**config.mk**
```make
export PLATFORM = sky130hd
export DESIGN_NAME = mac_seq
export DESIGN_NICKNAME = d
export VERILOG_FILES = /design/src/rtl/mac_seq_pkg.sv /design/src/rtl/mac_seq_drain.sv /design/src/rtl/mac_seq.sv
export SDC_FILE = /design/constraint.sdc
export NUM_CORES = 1
export LEC_CHECK = 0
export BUFFER_PORTS_ARGS = -buffer_cell sky130_fd_sc_hd__buf_4
export CORE_AREA = 2 2 96 98
export DETAILED_ROUTE_END_ITERATION = 6
export DIE_AREA = 0 0 98 100
export PLACE_DENSITY = 0.66
export SYNTH_ARGS = -nofsm -noshare
export SYNTH_HDL_FRONTEND = slang
export SYNTH_SLANG_ARGS = --single-unit
```
**constraint.sdc**
```tcl
create_clock -name clk -period 3 [get_ports clk]
set_input_delay 0.9 -clock clk [delete_from_list [all_inputs] [get_ports clk]]
set_output_delay 0.9 -clock clk [all_outputs]
set_load 0.01 [all_outputs]
```
**src/rtl/mac_seq_pkg.sv**
```systemverilog
// Shared types and constants for the MAC-lane sequencer.
package mac_seq_pkg;

    localparam int unsigned DATA_WIDTH_DEF = 8;
    localparam int unsigned RES_W          = 3 * DATA_WIDTH_DEF;
    localparam int unsigned STALL_W        = 16;

    typedef enum logic [2:0] {
        IDLE,
        CLEAR,
        ACCUM,
        DRAIN,
        OUTPUT,
        DONE
    } state_e;

    // Increment that sticks at all-ones instead of wrapping.
    function automatic logic [STALL_W-1:0] sat_inc(input logic [STALL_W-1:0] v);
        return (v == '1) ? v : v + STALL_W'(1);
    endfunction

endpackage

```
**src/rtl/mac_seq_drain.sv**
```systemverilog
// Serialises the lane results onto one valid/ready port, lane 0 first.
module mac_seq_drain #(
    parameter int unsigned RES_WIDTH = 24,
    parameter int unsigned NUM_LANES = 8
) (
    input  logic                           clk,
    input  logic                           rst,
    input  logic                           start_i,
    input  logic [NUM_LANES*RES_WIDTH-1:0] cout_i,
    input  logic                           res_ready_i,
    output logic                           res_valid_o,
    output logic [RES_WIDTH-1:0]           res_data_o,
    output logic [$clog2(NUM_LANES)-1:0]   res_lane_o,
    output logic                           last_o
);

    localparam int unsigned LANE_W = $clog2(NUM_LANES);

    logic              active_q, active_d;
    logic [LANE_W-1:0] lane_q, lane_d;
    logic              accept_c;
    logic [RES_WIDTH-1:0] lane_res [NUM_LANES];

    // Split the concatenated lane results into an indexable array.
    for (genvar g = 0; g < NUM_LANES; g++) begin : g_lane
        assign lane_res[g] = cout_i[g*RES_WIDTH +: RES_WIDTH];
    end

    assign res_valid_o = active_q & ~rst;
    assign res_data_o  = lane_res[lane_q];
    assign res_lane_o  = lane_q;
    assign accept_c    = res_valid_o & res_ready_i;
    assign last_o      = accept_c & (lane_q == LANE_W'(NUM_LANES - 1));

    // Lane pointer advances only on an accepted beat; the last beat ends the burst.
    always_comb begin
        active_d = active_q;
        lane_d   = lane_q;
        if (start_i) begin
            active_d = 1'b1;
            lane_d   = '0;
        end else if (accept_c) begin
            lane_d = lane_q + LANE_W'(1);
            if (last_o) begin
                active_d = 1'b0;
            end
        end
    end

    // Burst state registers.
    always_ff @(posedge clk) begin
        if (rst) begin
            active_q <= 1'b0;
            lane_q   <= '0;
        end else begin
            active_q <= active_d;
            lane_q   <= lane_d;
        end
    end

endmodule

```
**src/rtl/mac_seq.sv**
```systemverilog
// Job sequencer for a bank of MAC lanes: clear, accumulate len beats, drain results.
// Optional stall counter enabled by defining MAC_SEQ_PERF_EN.
module mac_seq
    import mac_seq_pkg::*;
#(
    parameter int unsigned DATA_WIDTH = 8,
    parameter int unsigned NUM_LANES  = 8,
    parameter int unsigned LEN_WIDTH  = 4
) (
    input  logic                              clk,
    input  logic                              rst,
    input  logic                              start,
    input  logic [LEN_WIDTH-1:0]              len,
    output logic                              busy,
    output logic                              done,
    input  logic                              op_valid,
    output logic                              op_rd,
    output logic                              mac_clr,
    output logic                              mac_en,
    input  logic [NUM_LANES*3*DATA_WIDTH-1:0] cout_in,
    output logic                              res_valid,
    input  logic                              res_ready,
    output logic [3*DATA_WIDTH-1:0]           res_data,
    output logic [$clog2(NUM_LANES)-1:0]      res_lane,
    output logic [STALL_W-1:0]                stall_cnt
);

    localparam int unsigned RW = 3 * DATA_WIDTH;

    state_e               state_q, state_d;
    logic [LEN_WIDTH-1:0] len_q, len_d;
    logic [LEN_WIDTH-1:0] cnt_q, cnt_d;
    logic                 drain_start_c;
    logic                 drain_last_c;

    // Next-state logic and job bookkeeping.
    always_comb begin
        state_d       = state_q;
        len_d         = len_q;
        cnt_d         = cnt_q;
        drain_start_c = 1'b0;
        unique case (state_q)
            IDLE: begin
                if (start) begin
                    state_d = CLEAR;
                    len_d   = len;
                    cnt_d   = '0;
                end
            end
            CLEAR: state_d = (len_q != '0) ? ACCUM : DRAIN;
            ACCUM: begin
                if (op_valid) begin
                    cnt_d = cnt_q + LEN_WIDTH'(1);
                    if (cnt_q == len_q - LEN_WIDTH'(1)) begin
                        state_d = DRAIN;
                    end
                end
            end
            DRAIN: begin
                drain_start_c = 1'b1;
                state_d       = OUTPUT;
            end
            OUTPUT: begin
                if (drain_last_c) begin
                    state_d = DONE;
                end
            end
            DONE:    state_d = IDLE;
            default: state_d = IDLE;
        endcase
    end

    // FSM and counter registers.
    always_ff @(posedge clk) begin
        if (rst) begin
            state_q <= IDLE;
            len_q   <= '0;
            cnt_q   <= '0;
        end else begin
            state_q <= state_d;
            len_q   <= len_d;
            cnt_q   <= cnt_d;
        end
    end

    // Control strobes; reset forces the lanes clear and suppresses everything else.
    assign busy    = (state_q != IDLE) & ~rst;
    assign done    = (state_q == DONE) & ~rst;
    assign mac_clr = rst | (state_q == CLEAR);
    assign mac_en  = (state_q == ACCUM) & op_valid & ~rst;
    assign op_rd   = mac_en;

    mac_seq_drain #(
        .RES_WIDTH (RW),
        .NUM_LANES (NUM_LANES)
    ) u_drain (
        .clk         (clk),
        .rst         (rst),
        .start_i     (drain_start_c),
        .cout_i      (cout_in),
        .res_ready_i (res_ready),
        .res_valid_o (res_valid),
        .res_data_o  (res_data),
        .res_lane_o  (res_lane),
        .last_o      (drain_last_c)
    );

`ifdef MAC_SEQ_PERF_EN
    logic [STALL_W-1:0] stall_q, stall_d;

    // Count operand-starved accumulate cycles, restarting on each accepted job.
    always_comb begin
        stall_d = stall_q;
        if ((state_q == IDLE) && start) begin
            stall_d = '0;
        end else if ((state_q == ACCUM) && !op_valid) begin
            stall_d = sat_inc(stall_q);
        end
    end

    // Stall counter register.
    always_ff @(posedge clk) begin
        if (rst) begin
            stall_q <= '0;
        end else begin
            stall_q <= stall_d;
        end
    end

    assign stall_cnt = stall_q;
`else
    assign stall_cnt = '0;
`endif

endmodule

```
==> results of run 1 <==
==> routing by layer <==
layer	up-vias	wire length (um)	GRT usage (%)	share of wire, %
li1	1195	-	-	-
met1	1284	3240	20.5	34
met2	120	5560	36.8	57
met3	15	699	3.34	7.2
met4	0	178	4.49	1.8
met5	-	0	0	0
==> tightest hold or removal path: stages, from the launching register on <==
cell	delay, ns
dfxtp_1	0.34
nand2_1	0.07
a21oi_1	0.05
==> flip-flops by register name, summed over array words and instances, names as in the netlist <==
name and cells:
cnt_q 4, len_q 4, state_q 3, u_drain.active_q 1, u_drain.res_lane_o 3
==> Yosys cell counts (all sizes together), types with 2 or more instances <==
| cell | n | area (um^2) |
|---|---|---|
| mux4 | 48 | 1080 |
| buf | 30 | 225 |
| mux2 | 24 | 308 |
| nor2 | 16 | 60.1 |
| dfxtp | 15 | 300 |
| a21oi | 7 | 35.0 |
| nand2 | 7 | 26.3 |
| clkbuf | 6 | 22.5 |
| nor3 | 6 | 30.0 |
| ha | 5 | 62.6 |
| xnor2 | 5 | 43.8 |
| xor2 | 5 | 43.8 |
| inv | 2 | 7.51 |
| mux2i | 2 | 20.0 |
| nand3 | 2 | 10.0 |
| nand4 | 2 | 12.5 |
| nor2b | 2 | 12.5 |
==> worst paths after layout <==
| check | from | end | depth (start not counted) |
|---|---|---|---|
| hold reg to reg | u_drain.active_q$_SDFFE_PP0P_ | u_drain.active_q$_SDFFE_PP0P_ | 2 |
| setup / recovery | cout_in[91] | res_data[19] | 4 |
| hold / removal | u_drain.active_q$_SDFFE_PP0P_ | u_drain.active_q$_SDFFE_PP0P_ | 2 |
| setup reg to reg | u_drain.res_lane_o[1]$_SDFFE_PP0P_ | state_q[0]$_SDFFE_PP0P_ | 7 |
==> layout make-up <==
cell class,count,share of cell area (%)
clock buffers,4,1.05
flip-flops and latches,15,7.17
well taps,111,3.25
repair buffers,239,43.4
multi-input cells,159,44.9
inverters,2,0.176
==> cells by family (layout without fill, tap and decap cells) <==
logic type | after synthesis | in the layout | share of synthesized area, %
AO/OA/AOI/OAI | 12 | 12 | 3.00
XOR/XNOR | 10 | 10 | 3.62
adder cells (fa/ha/maj) | 5 | 5 | 2.59
buffers and inverters | 38 | 245 | 10.5
flip-flops | 15 | 15 | 12.4
multiplexers | 74 | 74 | 58.2
other | 1 | 16 | 0.155
AND/OR/NAND/NOR | 42 | 42 | 9.46
==> power by group through the flow <==
stage	clock network (mW)	logic (mW)	registers (mW)
floorplan	0	0.244	0.225
global placement	0	0.470	0.241
detailed placement	0	0.481	0.242
CTS	0.167	0.482	0.238
global route	0.177	0.514	0.242
finish	0.164	0.478	0.238
==> stage by stage <==
step	worst slack, ns	hold WS [ns]	util, %	cells	total power [mW]
finish	0.138	0.506	48.1	530	0.880
detailed placement	0.137	0.500	47.6	526	0.723
global placement	0.143	0.490	47.6	526	0.711
CTS	0.137	0.508	48.1	530	0.887
floorplan	0.471	0.471	-	212	0.469
global route	0.142	0.545	48.1	530	0.932
==> reports/metrics.yaml, run 1 <==
status: "finished, final reports clean"
slowest_stage: "mux4_2"
finClkSkew_ns: 0.00344
synth_edf_count: 0
min_path_type: "register to register"
slew_headroom_pct: 63.6
initial_core_util_pct: 27.2
powerDensity_nw_per_um2: 206
port_buffers: 233
cts.path.max_buffers: 2
synth.yosys.seq_area_share_pct: 12.4
synthesis.area_um2: 2420
cts_htree_levels: 1
register_area_um2: 307
cp.required_ns: 2.10
core_um2: 8890
r2r_slack_ns: 1.26
routed-via-count: 2614
cp_num_buf_inv: 2
finalInstanceArea_um2: 4280
overflow: 0
clock_latency_ns: 0.25
grtUsageTotal_pct: 18.6
grt_max_degree: 24
drcViolationCount: 0
min_period_over_period_pct: 95.4
yosysWarnings: 0
ios: 250
synth-seq-cells: 15
cts_tree: "yes"
dpl_cell_area_um2: 4230
gp_congestion: 0.966
p_comb_share_pct: 54.3
ys.flop_type: "dfxtp_1"
dp_hpwl_um: 8360
cp_slowest_stage_delay_ns: 0.52
antenna_found_initial: 0
layout_common_cells: "buf_4 (234), mux4_2 (48), nor2_1 (16), conb_1 (16), mux2_2 (14)"
wl_per_cell_um: 18.3
multiInputGateArea_um2: 1920
power_leakage_nw: 1.90
pwr-share-clk_pct: 18.6
period_minus_slack_ns: 2.86
switching_share_pct: 28.1
rsz0062_at_grt: "false"
vias_per_cell: 4.93
syn_inst: 197
dr.pass1.iters: 4
cts.sinks: 15
drive_above_1_share_pct: 76.4
hold_viol: 0
cp.arrival_ns: 1.96
grt_pass1_wl_um: 14300
cts.reportedPaths.clkPinSlew_ns: 0.06
path_delay_family: "multiplexers"
startpoint_type: "input port"
cp_max_fo: 1
std_cell_rows: 35
critPathCaptureType: "primary output"
clock.fmax_mhz: 349
die_area_um2: 9800
grt_pass1_vias: 2724
cts_buffers: 3
drt_iter0_drc: 78
synthArstFlopShare_pct: 0
cts_root_buffer: "clkbuf_8"
cts.repair.resized: 0
ir_drop_mv: 0.354
ant_nets: 0
slew_viol_final: 0
switchingPower_uw: 248
worstMarginPinSlew_ns: 0.543
area_growth_pct: 76.7
nFillCells: 851
final_common_cell: "buf_4"
crit_type: "input port to primary output"
seqPwrFrac_pct: 27.1
critPathMostFrequentCell: "buf_4"
dieHeight_um: 100
layout.nets: 626
yosysUniqueCellTypes: 35
power.internal_uw: 633
path_cells: "buf_4, mux4_2, mux2_4, buf_4"
max_cap_viol_count: 0
syn_avg_cell_area_um2: 12.3
dieWidth_um: 98
setup-violations-final: 0
ctsHoldBuffers: 0
insertedDiodeCount: 0
wl_um: 9680
cts_setup_buffers: 0
finalSetupTns_ns: 0
(Power assumes the default switching activity.)
==> run 2, diff against run 1 <==
Settings changed: PLACE_DENSITY 0.66 to 0.78, SETUP_SLACK_MARGIN set to 0.4.
==> run 2 against run 1 <==
Against the previous run: non-clock buffer count rose by 3; first-iteration DRC count fell by 3.8%; worst setup slack improved by 0.038 ns; maximum frequency up 1.3%; total power up 11%; clock skew rose by 0.0010 ns; routed wire length increased by 14%; utilization increased by 7.3 points; flip-flop and latch count is the same; combinational power grew 19%; cell area increased by 15%; critical path type unchanged.
==> reports/metrics.yaml, run 2 (synthesis results as in run 1) <==
min_period_over_period_pct: 94.2  # -1.3 points
gp_congestion: 0.886  # -8.3%
hold_viol: 0  # unchanged
grt_pass1_wl_um: 14800  # +3.4%
cts_root_buffer: "clkbuf_8"
register_area_um2: 305  # -0.41%
slew_headroom_pct: 61.7  # -1.9 points
slowest_stage: "mux4_2"
grtUsageTotal_pct: 19.1  # +0.50 points
drive_above_1_share_pct: 76.3  # about the same
path_cells: "buf_6, mux4_2, mux2_4, buf_6"
cp.required_ns: 2.10  # about the same
grt_pass1_vias: 2803  # +2.9%
routed-via-count: 2672  # +2.2%
cts_htree_levels: 1  # unchanged
cp_max_fo: 1  # unchanged
clock.fmax_mhz: 354  # +1.3%
ctsHoldBuffers: 0  # unchanged
reg_top3: "cnt_q x4, len_q x4"
port_buffers: 233  # unchanged
ant_nets: 0  # unchanged
dr.pass1.iters: 4  # unchanged
area_growth_pct: 103
die_area_um2: 9800  # unchanged
dieHeight_um: 100  # unchanged
multiInputGateArea_um2: 1970  # +2.7%
hold_ws_ns: 0.487  # -0.0195 ns
cp_slowest_stage_delay_ns: 0.51  # about the same
cts_buffers: 3  # unchanged
cp.arrival_ns: 1.92  # -0.04 ns
cts_tree: "yes"
std_cell_rows: 35  # unchanged
layout.nets: 629  # +0.48%
final_common_cell: "buf_6"
grt_max_degree: 36  # +50%
setup-violations-final: 0  # unchanged
drcViolationCount: 0  # unchanged
slew_viol_final: 0  # unchanged
insertedDiodeCount: 0  # unchanged
ios: 250  # unchanged
nFillCells: 745  # -12%
dp_hpwl_um: 8020  # -4.1%
clock_latency_ns: 0.25  # about the same
finClkSkew_ns: 0.00447  # +0.00103 ns
period_minus_slack_ns: 2.82  # -0.0375 ns
layout_common_cells: "buf_6 (156), buf_4 (82), mux4_2 (48)"
finalSetupTns_ns: 0  # unchanged
wl_um: 11000  # +14%
overflow: 0  # unchanged
ir_drop_mv: 0.209  # -41%
max_cap_viol_count: 0  # unchanged
path_delay_family: "multiplexers"
min_path_type: "register to register"
cp_num_buf_inv: 2  # unchanged
status: "finished, final reports clean"
startpoint_type: "input port"
cts.sinks: 15  # unchanged
core_um2: 8890  # unchanged
drt_iter0_drc: 75  # -3.8%
vias_per_cell: 5.01  # +1.6%
worstMarginPinSlew_ns: 0.572  # +0.0290 ns
antenna_found_initial: 0  # unchanged
powerDensity_nw_per_um2: 199  # -3.6%
rsz0062_at_grt: "true"
wl_per_cell_um: 20.7  # +13%
cts.reportedPaths.clkPinSlew_ns: 0.06  # about the same
cts.path.max_buffers: 2  # unchanged
initial_core_util_pct: 27.2  # unchanged
power_leakage_nw: 2.16  # +13%
critPathCaptureType: "primary output"
dieWidth_um: 98  # unchanged
crit_type: "input port to primary output"
critPathMostFrequentCell: "buf_6"
-- run 2: cell types whose count changed in the layout (fill, tap and decap cells not counted) --
cell / previous run / this run
mux2_2: 14 / 0
mux2_4: 10 / 24
buf_6: 0 / 156
dfxtp_1: 12 / 13
buf_4: 234 / 82
dfxtp_2: 2 / 1
buf_12: 5 / 4
-- run 2: what timing repair did --
action | CTS | global route
setup endpoints to repair | 24 | 24
resized for setup | 66 | 104
buffers inserted | 1 | 1
-- run 2: area by class of cell --
cell class                      count  share of cell area, %
Clock buffer                        4                  0.915
Inverter                            2                  0.153
Sequential cell                    15                   6.20
Tap cell                          111                   2.82
Multi-Input combinational cell    159                   40.1
Timing Repair Buffer              242                   49.8
-- run 2: worst min-delay path, stage by stage, from the launching register on --
cell     delay (ns)
dfxtp_1        0.32
nand2_1        0.06
a21oi_1        0.06
-- run 2: where the power goes --
part           switching [mW]  internal (mW)
logic                   0.166          0.405
clock network          0.0736         0.0943
registers              0.0259          0.212
-- run 2: worst paths after layout --
check | start | endpoint | slack [ns] | cells past startpoint
min | u_drain.res_lane_o[2]$_SDFFE_PP0P_ | u_drain.res_lane_o[2]$_SDFFE_PP0P_ | 0.49 | 2
max | cout_in[91] | res_data[19] | 0.18 | 4
max reg2reg | u_drain.res_lane_o[0]$_SDFFE_PP0P_ | state_q[0]$_SDFFE_PP0P_ | 1.33 | 8
min reg2reg | u_drain.res_lane_o[2]$_SDFFE_PP0P_ | u_drain.res_lane_o[2]$_SDFFE_PP0P_ | 0.49 | 2
-- run 2: metal layers --
metal | wire (um) | GRT usage (%) | share of wire, %
met5 | 0 | 0 | 0
met2 | 6130 | 35.8 | 56
met1 | 3800 | 23.0 | 35
met3 | 865 | 3.55 | 7.9
met4 | 213 | 3.63 | 1.9
-- run 2: per-stage QoR --
step           cells  util (%)  setup slack [ns]  power [mW]  area [um^2]
6_report         533      55.4             0.175       0.977         4920
5_1_grt          533      55.4             0.177        1.03         4920
4_1_cts          532      50.9             0.184       0.923         4520
3_5_place_dp     527      47.4             0.147       0.721         4210
3_3_place_gp     527      47.4             0.150       0.709         4210
2_1_floorplan    212         -             0.471       0.469         2480
==> run 3, diff against run 2 <==
Settings changed: PLACE_DENSITY 0.78 to 0.75.
==> run 3 against run 2 <==
Against the previous run: total power is 4.3% lower; cell count down 0.19%; worst hold slack better by 0.032 ns; first-iteration DRC count fell by 23%; register-to-register slack about the same; clock-buffer cell count down 1; non-clock buffer count fell by 1; combinational power decreased by 7.4%; flip-flop and latch count did not move; die area is the same.
==> reports/metrics.yaml, run 3 (synthesis results as in run 1) <==
status: "finished, final reports clean"
layout_common_cells: "buf_4 (149), buf_6 (88), mux4_2 (48)"
max_cap_viol_count: 0  # unchanged
slew_viol_final: 0  # unchanged
r2r_slack_ns: 1.32  # about the same
path_cells: "buf_6, mux4_2, mux2_4, buf_6"
crit_type: "input port to primary output"
cts_tree: "yes"
slew_headroom_pct: 64.6  # +2.9 points
p_comb_share_pct: 56.6  # -1.9 points
grtUsageTotal_pct: 18.6  # -0.47 points
ant_nets: 0  # unchanged
period_minus_slack_ns: 2.81  # -0.0134 ns
critPathCaptureType: "primary output"
gp_congestion: 0.848  # -4.3%
area_growth_pct: 92.0
clock.fmax_mhz: 356  # +0.48%
wl_um: 10200  # -7.6%
ir_drop_mv: 0.278  # +33%
cp_slowest_stage_delay_ns: 0.51  # about the same
power_leakage_nw: 2.04  # -5.2%
ctsHoldBuffers: 0  # unchanged
die_area_um2: 9800  # unchanged
overflow: 0  # unchanged
port_buffers: 233  # unchanged
drive_above_1_share_pct: 76.5  # +0.18 points
power.internal_uw: 677  # -4.8%
seqPwrFrac_pct: 25.7  # +1.3 points
dieHeight_um: 100  # unchanged
cts.path.max_buffers: 2  # unchanged
wl_per_cell_um: 19.1  # -7.4%
fin_cells: 532  # -0.19%
final_common_cell: "buf_4"
drt_iter0_drc: 58  # -23%
worstMarginPinSlew_ns: 0.529  # -0.0433 ns
cp_num_buf_inv: 2  # unchanged
layout.nets: 628  # -0.16%
dp_hpwl_um: 7990  # -0.35%
min_path_type: "register to register"
cts_buffers: 3  # unchanged
slowest_stage: "mux4_2"
cts_root_buffer: "clkbuf_8"
cts_htree_levels: 1  # unchanged
hold_ws_ns: 0.519  # +0.0323 ns
grt_max_degree: 31  # -14%
switchingPower_uw: 258  # -3.0%
hold_viol: 0  # unchanged
cts.reportedPaths.clkPinSlew_ns: 0.07  # about the same
finalSetupTns_ns: 0  # unchanged
ios: 250  # unchanged
critPathMostFrequentCell: "buf_6"
switching_share_pct: 27.6  # +0.39 points
core_um2: 8890  # unchanged
power.total_uw: 935  # -4.3%
dieWidth_um: 98  # unchanged
path_delay_family: "multiplexers"
grt_pass1_vias: 2711  # -3.3%
cp.required_ns: 2.10  # about the same
powerDensity_nw_per_um2: 201  # +1.4%
vias_per_cell: 4.91  # -2.1%
dr.pass1.iters: 4  # unchanged
grt_pass1_wl_um: 14700  # -1.1%
drcViolationCount: 0  # unchanged
insertedDiodeCount: 0  # unchanged
startpoint_type: "input port"
cts.sinks: 15  # unchanged
reg_top3: "cnt_q x4, len_q x4"
rsz0062_at_grt: "true"
cp.arrival_ns: 1.91  # about the same
placedCellCount: 525  # -0.38%
antenna_found_initial: 0  # unchanged
pwr-share-clk_pct: 17.7  # +0.5 points
setup-violations-final: 0  # unchanged
cp_max_fo: 1  # unchanged
nFillCells: 768  # +3.1%
finClkSkew_ns: 0.00686  # +0.00239 ns
routed-via-count: 2612  # -2.2%
initial_core_util_pct: 27.2  # unchanged
clock_latency_ns: 0.25  # about the same
std_cell_rows: 35  # unchanged
min_period_over_period_pct: 93.7  # -0.45 points
[run 3: cell count changes in the layout (fill, tap and decap cells not counted), sizes merged]
cell	before	now
clkinvlp	0	1
buf	242	239
clkbuf	4	5
[run 3: what timing repair did]
item / CTS / global route
cloned: 0 / 2
setup buffers: 0 / 1
resized for setup: 64 / 30
setup endpoints to repair: 24 / 24
[run 3: path summary, 6_finish.rpt]
| check | from | end | cells after the start |
|---|---|---|---|
| setup / recovery | cout_in[177] | res_data[9] | 4 |
| hold / removal | u_drain.active_q$_SDFFE_PP0P_ | u_drain.active_q$_SDFFE_PP0P_ | 2 |
| setup reg to reg | u_drain.res_lane_o[0]$_SDFFE_PP0P_ | state_q[0]$_SDFFE_PP0P_ | 8 |
| hold reg to reg | u_drain.active_q$_SDFFE_PP0P_ | u_drain.active_q$_SDFFE_PP0P_ | 2 |
[run 3: area by class of cell]
type / count / area, um^2 / share of cell area (%)
clock buffer: 3 / 41.3 / 0.889
clock inverter: 1 / 7.51 / 0.162
inverter: 2 / 7.51 / 0.162
multi-input combinational: 159 / 1940 / 41.7
sequential: 15 / 305 / 6.57
tap: 111 / 139 / 2.99
timing repair buffer: 241 / 2210 / 47.5
[run 3: worst register-to-register path: stages (launching register included)]
cell,delay (ns)
dfxtp_4,0.43
clkbuf_16,0.22
buf_4,0.14
ha_1,0.14
ha_1,0.14
nand2_1,0.08
nor3b_1,0.19
a2bb2oi_1,0.09
o31ai_1,0.17
[run 3: stage by stage]
stage          cell area [um^2]  util, %  worst slack [ns]
2_1_floorplan              2480        -             0.471
3_3_place_gp               4180     47.1             0.150
3_5_place_dp               4180     47.1             0.154
4_1_cts                    4470     50.3             0.188
5_1_grt                    4650     52.3             0.183
6_report                   4650     52.3             0.189
[run 3: per-layer routing]
metal | track usage [%] | up-vias | wire length (um)
met5 | 0 | - | 0
met1 | 21.8 | 1295 | 3760
li1 | - | 1195 | -
met4 | 2.67 | 0 | 46
met3 | 2.92 | 4 | 686
met2 | 36.5 | 118 | 5680
[run 3: power groups by stage]
| stage | registers [mW] | logic (mW) | clock network [mW] |
|---|---|---|---|
| 3_5_place_dp | 0.243 | 0.477 | 0 |
| 3_3_place_gp | 0.241 | 0.467 | 0 |
| 4_1_cts | 0.239 | 0.509 | 0.170 |
| 2_1_floorplan | 0.225 | 0.244 | 0 |
| 6_report | 0.241 | 0.529 | 0.165 |
| 5_1_grt | 0.244 | 0.564 | 0.178 |
